**config.mk**
```make
export PLATFORM = sky130hd
export DESIGN_NAME = pll_reset_seq
export DESIGN_NICKNAME = d
export VERILOG_FILES = /design/src/rtl/pll_reset_seq_pkg.sv /design/src/rtl/pll_reset_seq_sync_bit.sv /design/src/rtl/pll_reset_seq.sv
export SDC_FILE = /design/constraint.sdc
export NUM_CORES = 1
export LEC_CHECK = 0
export CAP_MARGIN = 20
export CELL_PAD_IN_SITES_DETAIL_PLACEMENT = 1
export CELL_PAD_IN_SITES_GLOBAL_PLACEMENT = 1
export CORE_ASPECT_RATIO = 0.6
export CORE_MARGIN = 8
export CORE_UTILIZATION = 45
export CTS_CLUSTER_DIAMETER = 30
export CTS_CLUSTER_SIZE = 12
export DETAILED_ROUTE_END_ITERATION = 10
export HOLD_SLACK_MARGIN = 0.06
export PLACE_DENSITY_LB_ADDON = 0.1
export SETUP_SLACK_MARGIN = 0.5
export SLEW_MARGIN = 20
export SYNTH_ARGS = -nofsm -noshare
export SYNTH_HDL_FRONTEND = slang
export SYNTH_SLANG_ARGS = --single-unit
```
**constraint.sdc**
```tcl
create_clock -name clock -period 4 [get_ports clock]
set_clock_uncertainty 0.2 [all_clocks]
set_input_delay 0.8 -clock clock [delete_from_list [all_inputs] [get_ports clock]]
set_output_delay 0.8 -clock clock [all_outputs]
set_load 0.05 [all_outputs]
```
**src/rtl/pll_reset_seq_pkg.sv**
```systemverilog
// Shared types and helpers for the PLL reset sequencer.
// Holds the sequencer state encoding and the shared-counter width calculation.
package pll_reset_seq_pkg;

  localparam int RETRY_W = 4;

  typedef enum logic [2:0] {
    ST_PLLRST = 3'd0,
    ST_WAIT   = 3'd1,
    ST_STABLE = 3'd2,
    ST_RUN    = 3'd3,
    ST_FAIL   = 3'd4
  } state_e;

  // One counter serves every timed state, so size it for the longest interval.
  function automatic int cnt_width(input int a, input int b, input int c);
    int m;
    m = a;
    if (b > m) m = b;
    if (c > m) m = c;
    return $clog2(m) + 1;
  endfunction

endpackage

```
**src/rtl/pll_reset_seq_sync_bit.sv**
```systemverilog
// Single-bit synchroniser: a STAGES-deep flop chain with synchronous reset to 0.
// Kept generic so other asynchronous status bits can reuse it.
module sync_bit #(
  parameter int STAGES = 2
) (
  input  logic clock,
  input  logic reset,
  input  logic d_i,
  output logic q_o
);

  logic [STAGES-1:0] sync_q;
  logic [STAGES-1:0] sync_d;

  always_comb begin
    sync_d = {sync_q[STAGES-2:0], d_i};
  end

  always_ff @(posedge clock) begin
    if (reset) begin
      sync_q <= '0;
    end else begin
      sync_q <= sync_d;
    end
  end

  assign q_o = sync_q[STAGES-1];

endmodule

```
**src/rtl/pll_reset_seq.sv**
```systemverilog
// PLL reset sequencer: pulses PLL reset, qualifies lock, releases system reset,
// and retries a bounded number of times before latching failure.
//
// state  | meaning
// PLLRST | holding the PLL in reset for PLL_RST_CYCLES
// WAIT   | PLL released, waiting for synchronised lock or timeout
// STABLE | lock seen, counting consecutive locked cycles
// RUN    | system reset released, watching for loss of lock
// FAIL   | retries exhausted; held until reset
module pll_reset_seq
  import pll_reset_seq_pkg::*;
#(
  parameter int SYNC_STAGES    = 2,
  parameter int PLL_RST_CYCLES = 16,
  parameter int TIMEOUT_CYCLES = 65536,
  parameter int STABLE_CYCLES  = 1024,
  parameter int MAX_RETRIES    = 3
) (
  input  logic               clock,
  input  logic               reset,
  input  logic               pll_lock_i,
  output logic               pll_reset_o,
  output logic               sys_reset_o,
  output logic               ready_o,
  output logic               lost_o,
  output logic               fail_o,
  output logic [RETRY_W-1:0] retries_o
);

  localparam int CNT_W = cnt_width(PLL_RST_CYCLES, TIMEOUT_CYCLES, STABLE_CYCLES);
  localparam logic [CNT_W-1:0]   RST_LAST  = CNT_W'(PLL_RST_CYCLES - 1);
  localparam logic [CNT_W-1:0]   TO_LAST   = CNT_W'(TIMEOUT_CYCLES - 1);
  localparam logic [CNT_W-1:0]   STB_LAST  = CNT_W'(STABLE_CYCLES - 1);
  localparam logic [RETRY_W-1:0] RETRY_MAX = RETRY_W'(MAX_RETRIES);
  localparam logic [RETRY_W-1:0] RETRY_SAT = '1;

  logic lock_s;

  state_e             state_q, state_d;
  logic [CNT_W-1:0]   cnt_q, cnt_d;
  logic [RETRY_W-1:0] retries_q, retries_d;
  logic               pll_reset_q, pll_reset_d;
  logic               sys_reset_q, sys_reset_d;
  logic               ready_q, ready_d;
  logic               lost_q, lost_d;
  logic               fail_q, fail_d;

  sync_bit #(
    .STAGES(SYNC_STAGES)
  ) u_lock_sync (
    .clock(clock),
    .reset(reset),
    .d_i  (pll_lock_i),
    .q_o  (lock_s)
  );

  always_ff @(posedge clock) begin
    if (reset) begin
      state_q     <= ST_PLLRST;
      cnt_q       <= '0;
      retries_q   <= '0;
      pll_reset_q <= 1'b1;
      sys_reset_q <= 1'b1;
      ready_q     <= 1'b0;
      lost_q      <= 1'b0;
      fail_q      <= 1'b0;
    end else begin
      state_q     <= state_d;
      cnt_q       <= cnt_d;
      retries_q   <= retries_d;
      pll_reset_q <= pll_reset_d;
      sys_reset_q <= sys_reset_d;
      ready_q     <= ready_d;
      lost_q      <= lost_d;
      fail_q      <= fail_d;
    end
  end

  always_comb begin
    state_d   = state_q;
    retries_d = retries_q;
    cnt_d     = cnt_q + CNT_W'(1);
    case (state_q)
      ST_PLLRST: begin
        if (cnt_q == RST_LAST) state_d = ST_WAIT;
      end
      ST_WAIT: begin
        // Lock takes priority over a timeout landing in the same cycle.
        if (lock_s) begin
          state_d = ST_STABLE;
        end else if (cnt_q == TO_LAST) begin
          if (retries_q < RETRY_MAX) begin
            state_d = ST_PLLRST;
            if (retries_q != RETRY_SAT) retries_d = retries_q + RETRY_W'(1);
          end else begin
            state_d = ST_FAIL;
          end
        end
      end
      ST_STABLE: begin
        if (!lock_s) begin
          state_d = ST_WAIT;
        end else if (cnt_q == STB_LAST) begin
          state_d = ST_RUN;
        end
      end
      ST_RUN: begin
        if (!lock_s) state_d = ST_PLLRST;
      end
      ST_FAIL: begin
        state_d = ST_FAIL;
      end
      default: begin
        state_d = ST_PLLRST;
      end
    endcase
    if (state_d != state_q || state_q == ST_RUN || state_q == ST_FAIL) begin
      cnt_d = '0;
    end
  end

  // Outputs are decoded from the next state so they register alongside it.
  always_comb begin
    pll_reset_d = (state_d == ST_PLLRST) || (state_d == ST_FAIL);
    sys_reset_d = (state_d != ST_RUN);
    ready_d     = (state_d == ST_RUN);
    fail_d      = (state_d == ST_FAIL);
    lost_d      = (state_q == ST_RUN) && (state_d == ST_PLLRST);
  end

  assign pll_reset_o = pll_reset_q;
  assign sys_reset_o = sys_reset_q;
  assign ready_o     = ready_q;
  assign lost_o      = lost_q;
  assign fail_o      = fail_q;
  assign retries_o   = retries_q;

endmodule
```
==> results of run 1 <==
==> final timing paths <==
check                                              to  slack, ns  depth (start not counted)
worst max register to register           retries_o[0]       1.23                          9
worst min register to register  u_lock_sync.sync_q[1]       0.24                          1
worst min-delay path            u_lock_sync.sync_q[1]       0.24                          1
worst max-delay path                     retries_o[0]       1.23                          9
==> power by group through the flow <==
stage	logic (mW)	registers (mW)	clock network [mW]
after global placement	0.0135	0.322	0
after detailed placement	0.0146	0.323	0
after floorplan	0.0111	0.322	0
after CTS	0.0146	0.316	0.324
final	0.0144	0.316	0.317
after global routing	0.0161	0.316	0.340
==> cell type report <==
class                      instances  area [sq um]  share of cell area (%)
tap                               34         42.54                   2.753
inverter                           4         15.01                  0.9717
timing repair buffer              11         110.1                   7.126
sequential                        31         620.6                   40.16
multi-input combinational        106         639.4                   41.38
clock inverter                     2         35.03                   2.267
clock buffer                       6         82.58                   5.344
==> flip-flops by register name, indices dropped and copies added (netlist names) <==
register            flops
cnt_q                  17
retries_o               4
state_q                 3
u_lock_sync.sync_q      2
fail_o                  1
lost_o                  1
pll_reset_o             1
ready_o                 1
sys_reset_o             1
==> layer usage <==
metal / GRT usage (%) / up-vias
met5: 0 / -
met4: 4.455 / 0
met3: 4.789 / 2
met2: 19.03 / 13
met1: 17.51 / 494
li1: - / 524
==> critical path: cells and delay by family, from the launching register on <==
family	cells	cell delay [ns]
flops	1	0.39
fa+ha+maj	2	0.47
simple gates	6	1.42
xor+xnor	1	0.16
==> logic make-up after synthesis <==
| group | count (synthesis) | share of synthesized area, % |
|---|---|---|
| fa+ha+maj | 3 | 2.888 |
| buf+inv | 8 | 3.079 |
| compound gates | 10 | 6.160 |
| xor+xnor | 15 | 10.11 |
| flops | 31 | 47.74 |
| simple gates | 78 | 30.03 |
==> metrics by stage <==
| step | hold WS, ns | power (mW) | worst slack (ns) |
|---|---|---|---|
| floorplan | 0.2138 | 0.3328 | 1.743 |
| global placement | 0.2246 | 0.3359 | 1.347 |
| detailed placement | 0.2268 | 0.3372 | 1.255 |
| CTS | 0.2480 | 0.6545 | 1.235 |
| global route | 0.2675 | 0.6725 | 1.017 |
| finish | 0.2413 | 0.6479 | 1.233 |
==> placed cells by master, fill, tap and decap left out, drive strengths merged <==
cell	instances
a21oi	3
bufinv	1
a21o	1
xnor2	6
nand2	10
dfxtp	31
nor3	8
clkdlybuf4s50	11
ha	3
and4	1
nor3b	1
nor2b	5
o211ai	1
o31ai	2
nor2	27
clkbuf	6
nor4	6
and3	2
xor2	9
and4b	1
clkinv	1
a211oi	3
nand2b	4
nand3	9
inv	4
nand4	4
==> flow_summary.json, run 1 <==
{
  "status": "finished clean",
  "critical_path.slowest_cell": "nor3b_1",
  "drv_cap": 0,
  "fill_cells": 324,
  "leakage_nw": 0.5816,
  "firstDrtPassIters": 4,
  "synth_fp_nets": 151,
  "fp.coreArea_sq_mm": 0.002815,
  "final_util_pct": 54.89,
  "wl_met2_um": 1294,
  "crit_chain": "ha_1, and3_1, nand2_1, nor4_1, ha_1, nor3b_1, nand2_1, xor2_1, nor2_1",
  "drc": 0,
  "cts_tree": "yes",
  "wl_met3_um": 119,
  "fmaxAchievable_mhz": 361.3,
  "synth_commonest_cells": "dfxtp_1 (31), nor2_1 (27), nand2_1 (10)",
  "yosys-top-cells-area": "dfxtp_1 (48%), nor2_1 (7.8%), xor2_1 (6.1%), xnor2_1 (4.0%), nand3_1 (3.5%)",
  "tightest_slew_ns": 0.5174,
  "drv_slew": 0,
  "n_antenna_cell": 0,
  "ctsResizeCount": 0,
  "ant_nets": 0,
  "cts_setup_buffers": 0,
  "grt_pass1_vias": 1079,
  "initial_core_util_pct": 46.18,
  "drive_gt1_share_pct": 8.125,
  "num_io_pins": 12,
  "cts_sinks": 31,
  "p_int_uw": 520.2,
  "async_reset_ff_share_pct": 0,
  "dpl_cell_area_sq_mm": 0.001428,
  "wire_per_inst_um": 15.56,
  "ys.flop_type": "dfxtp_1",
  "synth-edff-count": 0,
  "place.detailed.hpwl_um": 2127,
  "antenna_found_initial": 0,
  "ys_ff_latch": 31,
  "cp-start-kind": "register",
  "grt_pass1_wl_um": 5140,
  "cts_root_buf": "clkbuf_8",
  "syn_inst": 145,
  "synth_cell_types": 28,
  "seqPwrFrac_pct": 48.8,
  "clockBufferDepth": 2,
  "r2r-start": "cnt_q[0]",
  "power_density_mw_per_mm2": 419.3,
  "totalWireLength_um": 3018,
  "final_area_sq_mm": 0.001545,
  "crit_path_max_incr_delay_ns": 0.47,
  "hold_class": "reg2reg",
  "vias": 1033,
  "numCtsBuffers": 5,
  "hp-start": "u_lock_sync.sync_q[0]",
  "cts.htree.levels": 2,
  "finalNonFillerCells": 194,
  "viasPerCell": 5.325,
  "syn2layout_area_growth_pct": 18.86,
  "period_needed_ns": 2.767,
  "synth_top_area_share_pct": 47.74,
  "grt_max_degree": 18,
  "rsz0062_at_grt": "no",
  "dieArea_sq_mm": 0.004921,
  "combPwrFrac_pct": 2.2,
  "setup_violations": 0,
  "layout.nets": 165,
  "dr.first_iter.drc_count": 84,
  "clk_pin_slew_ns": 0.07,
  "ir_drop_mv": 0.2293,
  "criticalPathCategory": "reg2reg",
  "std_cell_rows": 15,
  "die_w_um": 85.39,
  "met1_length_um": 1594,
  "dp_cells": 186,
  "arrival_ns": 2.72,
  "track_usage_pct": 13.14,
  "end_kind": "register",
  "place.gp.congestion": 0.7544,
  "synth_top_area_cell": "dfxtp_1",
  "post-route-period-util_pct": 69.19,
  "critPathLaunch": "cnt_q[0]",
  "p_sw_uw": 127.6,
  "hold_viol_final": 0,
  "clockPowerShare_pct": 49.0,
  "timing.setup.tns_ns": 0,
  "slew_headroom_pct": 65.43,
  "clock_latency_ns": 0.28,
  "synth.avg_cell_area_sq_um": 8.965,
  "netlist_area_sq_mm": 0.001300,
  "highest_layer": "met4",
  "ctsHoldBuffers": 0,
  "synth.most_common_cell": "dfxtp_1",
  "synth_warnings": 0,
  "die_h_um": 57.64,
  "yosysSeqAreaShare_pct": 47.74,
  "required_ns": 3.95,
  "portBuffers": 11,
  "cp_max_fo": 8,
  "grt_overflow": 0,
  "sw_frac_of_total_pct": 19.70
}
No activity file was read; power rests on OpenSTA's default activity.
==> run 2: changes to the inputs <==
Settings changed: CORE_UTILIZATION 45 to 42.
Clock period 4 ns to 2.71 ns, I/O delays scaled along.
==> run 2 against run 1 <==
Hold slack improved by 0.012 ns; power rose by 39%; first-iteration DRC count fell by 67%; critical path depth did not move; die area rose by 5.5%.
==> flow_summary.json, run 2 (synthesis results as in run 1) <==
{
  "p_int_uw": 710.0,
  "vias": 1161,
  "status": "finished clean",
  "layout.nets": 180,
  "cp_max_fo": 5,
  "slew_headroom_pct": 65.52,
  "regToRegSetupSlack_ns": 0.42,
  "arrival_ns": 2.27,
  "most-common-layout-cells": "nor2_1 (25), dfxtp_1 (25), buf_4 (13)",
  "place.detailed.hpwl_um": 2288,
  "leakage_nw": 0.6977,
  "hp-start": "cnt_q[0]",
  "totalWireLength_um": 3770,
  "cts_sinks": 31,
  "wire_per_inst_um": 17.37,
  "largest_register_ffs": 17,
  "critPathCapture": "cnt_q[13]",
  "clockBufferDepth": 2,
  "required_ns": 2.69,
  "p_sw_uw": 191.4,
  "fill_cells": 334,
  "rsz0062_at_grt": "yes",
  "drc": 0,
  "n_antenna_cell": 0,
  "dieArea_sq_mm": 0.005190,
  "tightest_slew_ns": 0.5156,
  "portBuffers": 11,
  "hold_viol_final": 0,
  "setup_ws_ns": 0.4151,
  "numCtsBuffers": 5,
  "timing.setup.tns_ns": 0,
  "num_io_pins": 12,
  "drv_cap": 0,
  "grt_max_degree": 12,
  "clk_pin_slew_ns": 0.07,
  "drive_gt1_share_pct": 26.29,
  "firstDrtPassIters": 4,
  "cts.htree.levels": 2,
  "setup_violations": 0,
  "grt_overflow": 0,
  "critPathLaunch": "cnt_q[4]",
  "ctsHoldBuffers": 0,
  "r2r-start": "cnt_q[4]",
  "sw_frac_of_total_pct": 21.23,
  "fp.coreArea_sq_mm": 0.002909,
  "cp-start-kind": "register",
  "hold_class": "reg2reg",
  "cts_root_buf": "clkbuf_8",
  "ant_nets": 0,
  "reg2reg_to": "cnt_q[13]",
  "ir_drop_mv": 0.2774,
  "post-route-period-util_pct": 84.68,
  "end_kind": "register",
  "combPwrFrac_pct": 4.1,
  "track_usage_pct": 13.75,
  "criticalPathCategory": "reg2reg",
  "dr.first_iter.drc_count": 28,
  "grt_pass1_vias": 1156,
  "drv_slew": 0,
  "antenna_found_initial": 0,
  "place.gp.congestion": 0.8042,
  "top_register": "cnt_q",
  "cts_tree": "yes",
  "period_needed_ns": 2.295,
  "initial_core_util_pct": 44.69,
  "seqPwrFrac_pct": 51.5,
  "fmaxAchievable_mhz": 435.7,
  "syn2layout_area_growth_pct": 35.51,
  "power_density_mw_per_mm2": 511.7,
  "std_cell_rows": 15,
  "die_w_um": 87.83,
  "grt_pass1_wl_um": 5292,
  "viasPerCell": 5.350,
  "clock_latency_ns": 0.29,
  "die_h_um": 59.10,
  "pre_cts_slack_ns": 0.2031,
  "clockPowerShare_pct": 44.4,
  "r2r_cells": 9
}
## run 2: changes by cell type in the layout (fill, tap and decap cells not counted), moves of 3 or more
cell / change
buf_4: +13
clkdlybuf4s50_1: -4
dfxtp_1: -6
dfxtp_4: +4
dlygate4sd2_1: +3
## run 2: power by group through the flow
stage / clock network (mW) / registers [mW] / logic, mW
floorplan: 0 / 0.477 / 0.0174
global placement: 0 / 0.478 / 0.0225
detailed placement: 0 / 0.478 / 0.0239
CTS: 0.409 / 0.467 / 0.0306
global route: 0.431 / 0.465 / 0.0402
finish: 0.400 / 0.465 / 0.0367
## run 2: worst min-delay path by stage
stage                     cells past startpoint  slack [ns]                    end
after floorplan                               1        0.21  u_lock_sync.sync_q[1]
after global placement                        1        0.23  u_lock_sync.sync_q[1]
after detailed placement                      1        0.24  u_lock_sync.sync_q[1]
after CTS                                     1        0.25  u_lock_sync.sync_q[1]
after global routing                          1        0.27  u_lock_sync.sync_q[1]
final                                         1        0.25               cnt_q[0]
## run 2: final cells by class
| cell class | instances | area, sq um | share of cell area (%) |
|---|---|---|---|
| multi-input cells | 106 | 726.9 | 41.26 |
| flip-flops and latches | 31 | 638.1 | 36.22 |
| well taps | 42 | 52.55 | 2.983 |
| repair buffers | 26 | 229.0 | 13.00 |
| inverters | 4 | 15.01 | 0.8523 |
| clock buffers | 8 | 100.1 | 5.682 |
## run 2: metrics by stage
step	hold WS (ns)	instance area (sq um)	total power [mW]	util, %	std cells
after floorplan	0.2138	1338	0.4945	-	145
after global routing	0.2653	1762	0.9363	60.56	217
final	0.2529	1762	0.9014	60.56	217
after CTS	0.2520	1627	0.9067	55.91	207
after global placement	0.2255	1476	0.5003	50.75	195
after detailed placement	0.2369	1476	0.5020	50.75	195
## run 2: repair_timing
item | 4_1_cts | 5_1_grt
pin swaps | 1 | 3
cloned | 0 | 1
buffers inserted | 4 | 9
resized for setup | 11 | 17
endpoints found under the setup margin | 27 | 25
## run 2: routing by layer
metal / track usage [%] / routed length, um
met5: 0 / 0
met2: 21.11 / 1811
met1: 15.92 / 1734
met4: 8.738 / 91
met3: 4.979 / 132
## run 2: worst max-delay path: stages (launching register included)
cell     delay [ns]
dfxtp_4        0.37
and4_4         0.27
nand3_4        0.10
nor4_4         0.30
ha_2           0.25
nor2_2         0.05
and4b_1        0.25
a21oi_4        0.18
buf_6          0.16
nor2_1         0.05
==> patch (settings of run 1) <==
The 5 states of `state_e` get a one-hot encoding in 5 bits.
--- a/src/rtl/pll_reset_seq_pkg.sv
+++ b/src/rtl/pll_reset_seq_pkg.sv
@@ -4,12 +4,12 @@
 
   localparam int RETRY_W = 4;
 
-  typedef enum logic [2:0] {
-    ST_PLLRST = 3'd0,
-    ST_WAIT   = 3'd1,
-    ST_STABLE = 3'd2,
-    ST_RUN    = 3'd3,
-    ST_FAIL   = 3'd4
+  typedef enum logic [4:0] {
+    ST_PLLRST = 5'b00001,
+    ST_WAIT   = 5'b00010,
+    ST_STABLE = 5'b00100,
+    ST_RUN    = 5'b01000,
+    ST_FAIL   = 5'b10000
   } state_e;
 
   // One counter serves every timed state, so size it for the longest interval.
Check against the original RTL: no difference found for any inputs over 10 cycles, from zero or initial values and one cycle with reset high; not proved beyond that.
==> patch against run 1 <==
Setup slack got worse by 0.25 ns; wire length increased by 34%; via count increased by 27%; count of clock-buffer cells in the layout increased by 1; final cell count increased by 17%; cell area increased by 16%; area after synthesis increased by 21%; sequential cell count increased by 2.
Power is not compared: it rests on default switching activity, and its combinational part moved more than twofold at a synthesized area within 25%.
==> patch: results (changes against run 1) <==
.. list-table::
   :header-rows: 1

   * - Metric
     - Value
   * - WL met2
     - 1794 um (+39%)
   * - Number of global-route vias before repair
     - 1399 (+30%)
   * - Half-perimeter wire length after placement
     - 2961 um (+39%)
   * - Family with the most delay on the worst path
     - simple AND/OR/NAND/NOR gates
   * - First-pass GRT wire length
     - 6893 um (+34%)
   * - Layout buffer count excluding clock buffers
     - 13 (+2)
   * - Cell variety after synth
     - 44 (+57%)
   * - Multi-input gates
     - 126 (+19%)
   * - Delay of the slowest cell on the worst path
     - 0.66 ns (+0.19 ns)
   * - Clock-cell share
     - 4.805% (-2.8 points)
   * - Sinks on Clock Net
     - 33 (+6.5%)
   * - Result of the run
     - completed
   * - Global router's overall resource usage
     - 15.76% (+2.6 points)
   * - Share of layout cells above drive strength 1
     - 9.341% (+1.2 points)
   * - Syn_nets
     - 176 (+17%)
   * - Data buffer area share
     - 6.964% (-0.16 points)
   * - Clock buffer count
     - 7 (+1)
   * - Flip-flop and latch area
     - 660.6 um2 (+6.5%)
   * - Multi-input combinational cell area
     - 857.1 um2 (+34%)
   * - Met3 demand-to-capacity share in global routing
     - 3.957% (-0.83 points)
   * - Post-Route M1 WL
     - 1994 um (+25%)
   * - Slowest cell on the critical path
     - sky130_fd_sc_hd__o2111ai_2
   * - Ratio of routed vias to standard cells
     - 5.771 (+8.4%)
   * - Nets
     - 189 (+15%)
   * - Sequential cell area fraction in the yosys report
     - 42.14% (-5.6 points)
   * - Most instantiated cells after synthesis
     - sky130_fd_sc_hd__dfxtp_1, sky130_fd_sc_hd__nor3_1, sky130_fd_sc_hd__xor2_1, sky130_fd_sc_hd__nand3_1, sky130_fd_sc_hd__nor2_1
   * - Pin count of the biggest net entering global routing
     - 20 (+2)
   * - Met3 wire len
     - 186 um (+56%)
   * - Measured slew at the worst slew-check pin
     - 0.7847 ns (+0.2673 ns)
   * - Setup slack of the most critical reg-to-reg path
     - 0.98 ns (-0.25 ns)
   * - Non-CTS inverters
     - 3 (-1)
   * - Met2 Resource Use GR
     - 23.79% (+4.8 points)
   * - Synth top area cells
     - sky130_fd_sc_hd__dfxtp_1, sky130_fd_sc_hd__nor3_1, sky130_fd_sc_hd__xor2_1
   * - Iteration-0 DRC count of the detailed router
     - 58 (-31%)
   * - Per-cell routed wire length
     - 17.88 um (+15%)
   * - Fillcell total
     - 390 (+20%)
   * - Gp weighted congestion
     - 0.8977 (+19%)
   * - Top fanout value on the critical path
     - 17 (+9)
   * - Met1 track demand over resource in global routing
     - 20.48% (+3.0 points)
-- patch: cell types whose count changed after synthesis, moves of 3 or more --
cell	run 1	this run
sky130_fd_sc_hd__and3_1	1	4
sky130_fd_sc_hd__nor3_1	8	25
sky130_fd_sc_hd__nor2_1	27	10
sky130_fd_sc_hd__nand2b_1	4	1
sky130_fd_sc_hd__nand4_1	4	1
-- patch: logic make-up after synthesis --
kind of cell | after synthesis | synth area share [%]
simple gates | 84 | 31.21
flops | 33 | 42.14
compound gates | 19 | 9.498
xor+xnor | 17 | 9.497
buf+inv | 10 | 3.192
fa+ha+maj | 4 | 3.192
mux | 2 | 1.277
-- patch: worst paths after layout --
kind | startpoint | endpoint | cells after the start
worst max-delay path | cnt_q[0] | cnt_q[12] | 10
worst min-delay path | u_lock_sync.sync_q[0] | u_lock_sync.sync_q[1] | 1
worst max register to register | cnt_q[0] | cnt_q[12] | 10
worst min register to register | u_lock_sync.sync_q[0] | u_lock_sync.sync_q[1] | 1
-- patch: power groups by stage --
stage	logic [W]	registers, W	clock network (W)
finish	0.000213	0.000386	0.000251
global route	0.000230	0.000391	0.000275
CTS	0.000210	0.000386	0.000259
detailed placement	0.000209	0.000394	0
global placement	0.000200	0.000389	0
floorplan	0.000173	0.000386	0
-- patch: through the flow --
step	worst slack, ns	hold WS [ns]	utilization (%)	cell area (um2)	instances
floorplan	1.147	0.2138	-	1568	169
global placement	1.143	0.2173	51.78	1710	220
detailed placement	0.9801	0.2304	51.78	1710	220
CTS	0.9644	0.2449	54.39	1797	227
global route	0.7105	0.2648	54.39	1797	227
finish	0.9847	0.2459	54.39	1797	227
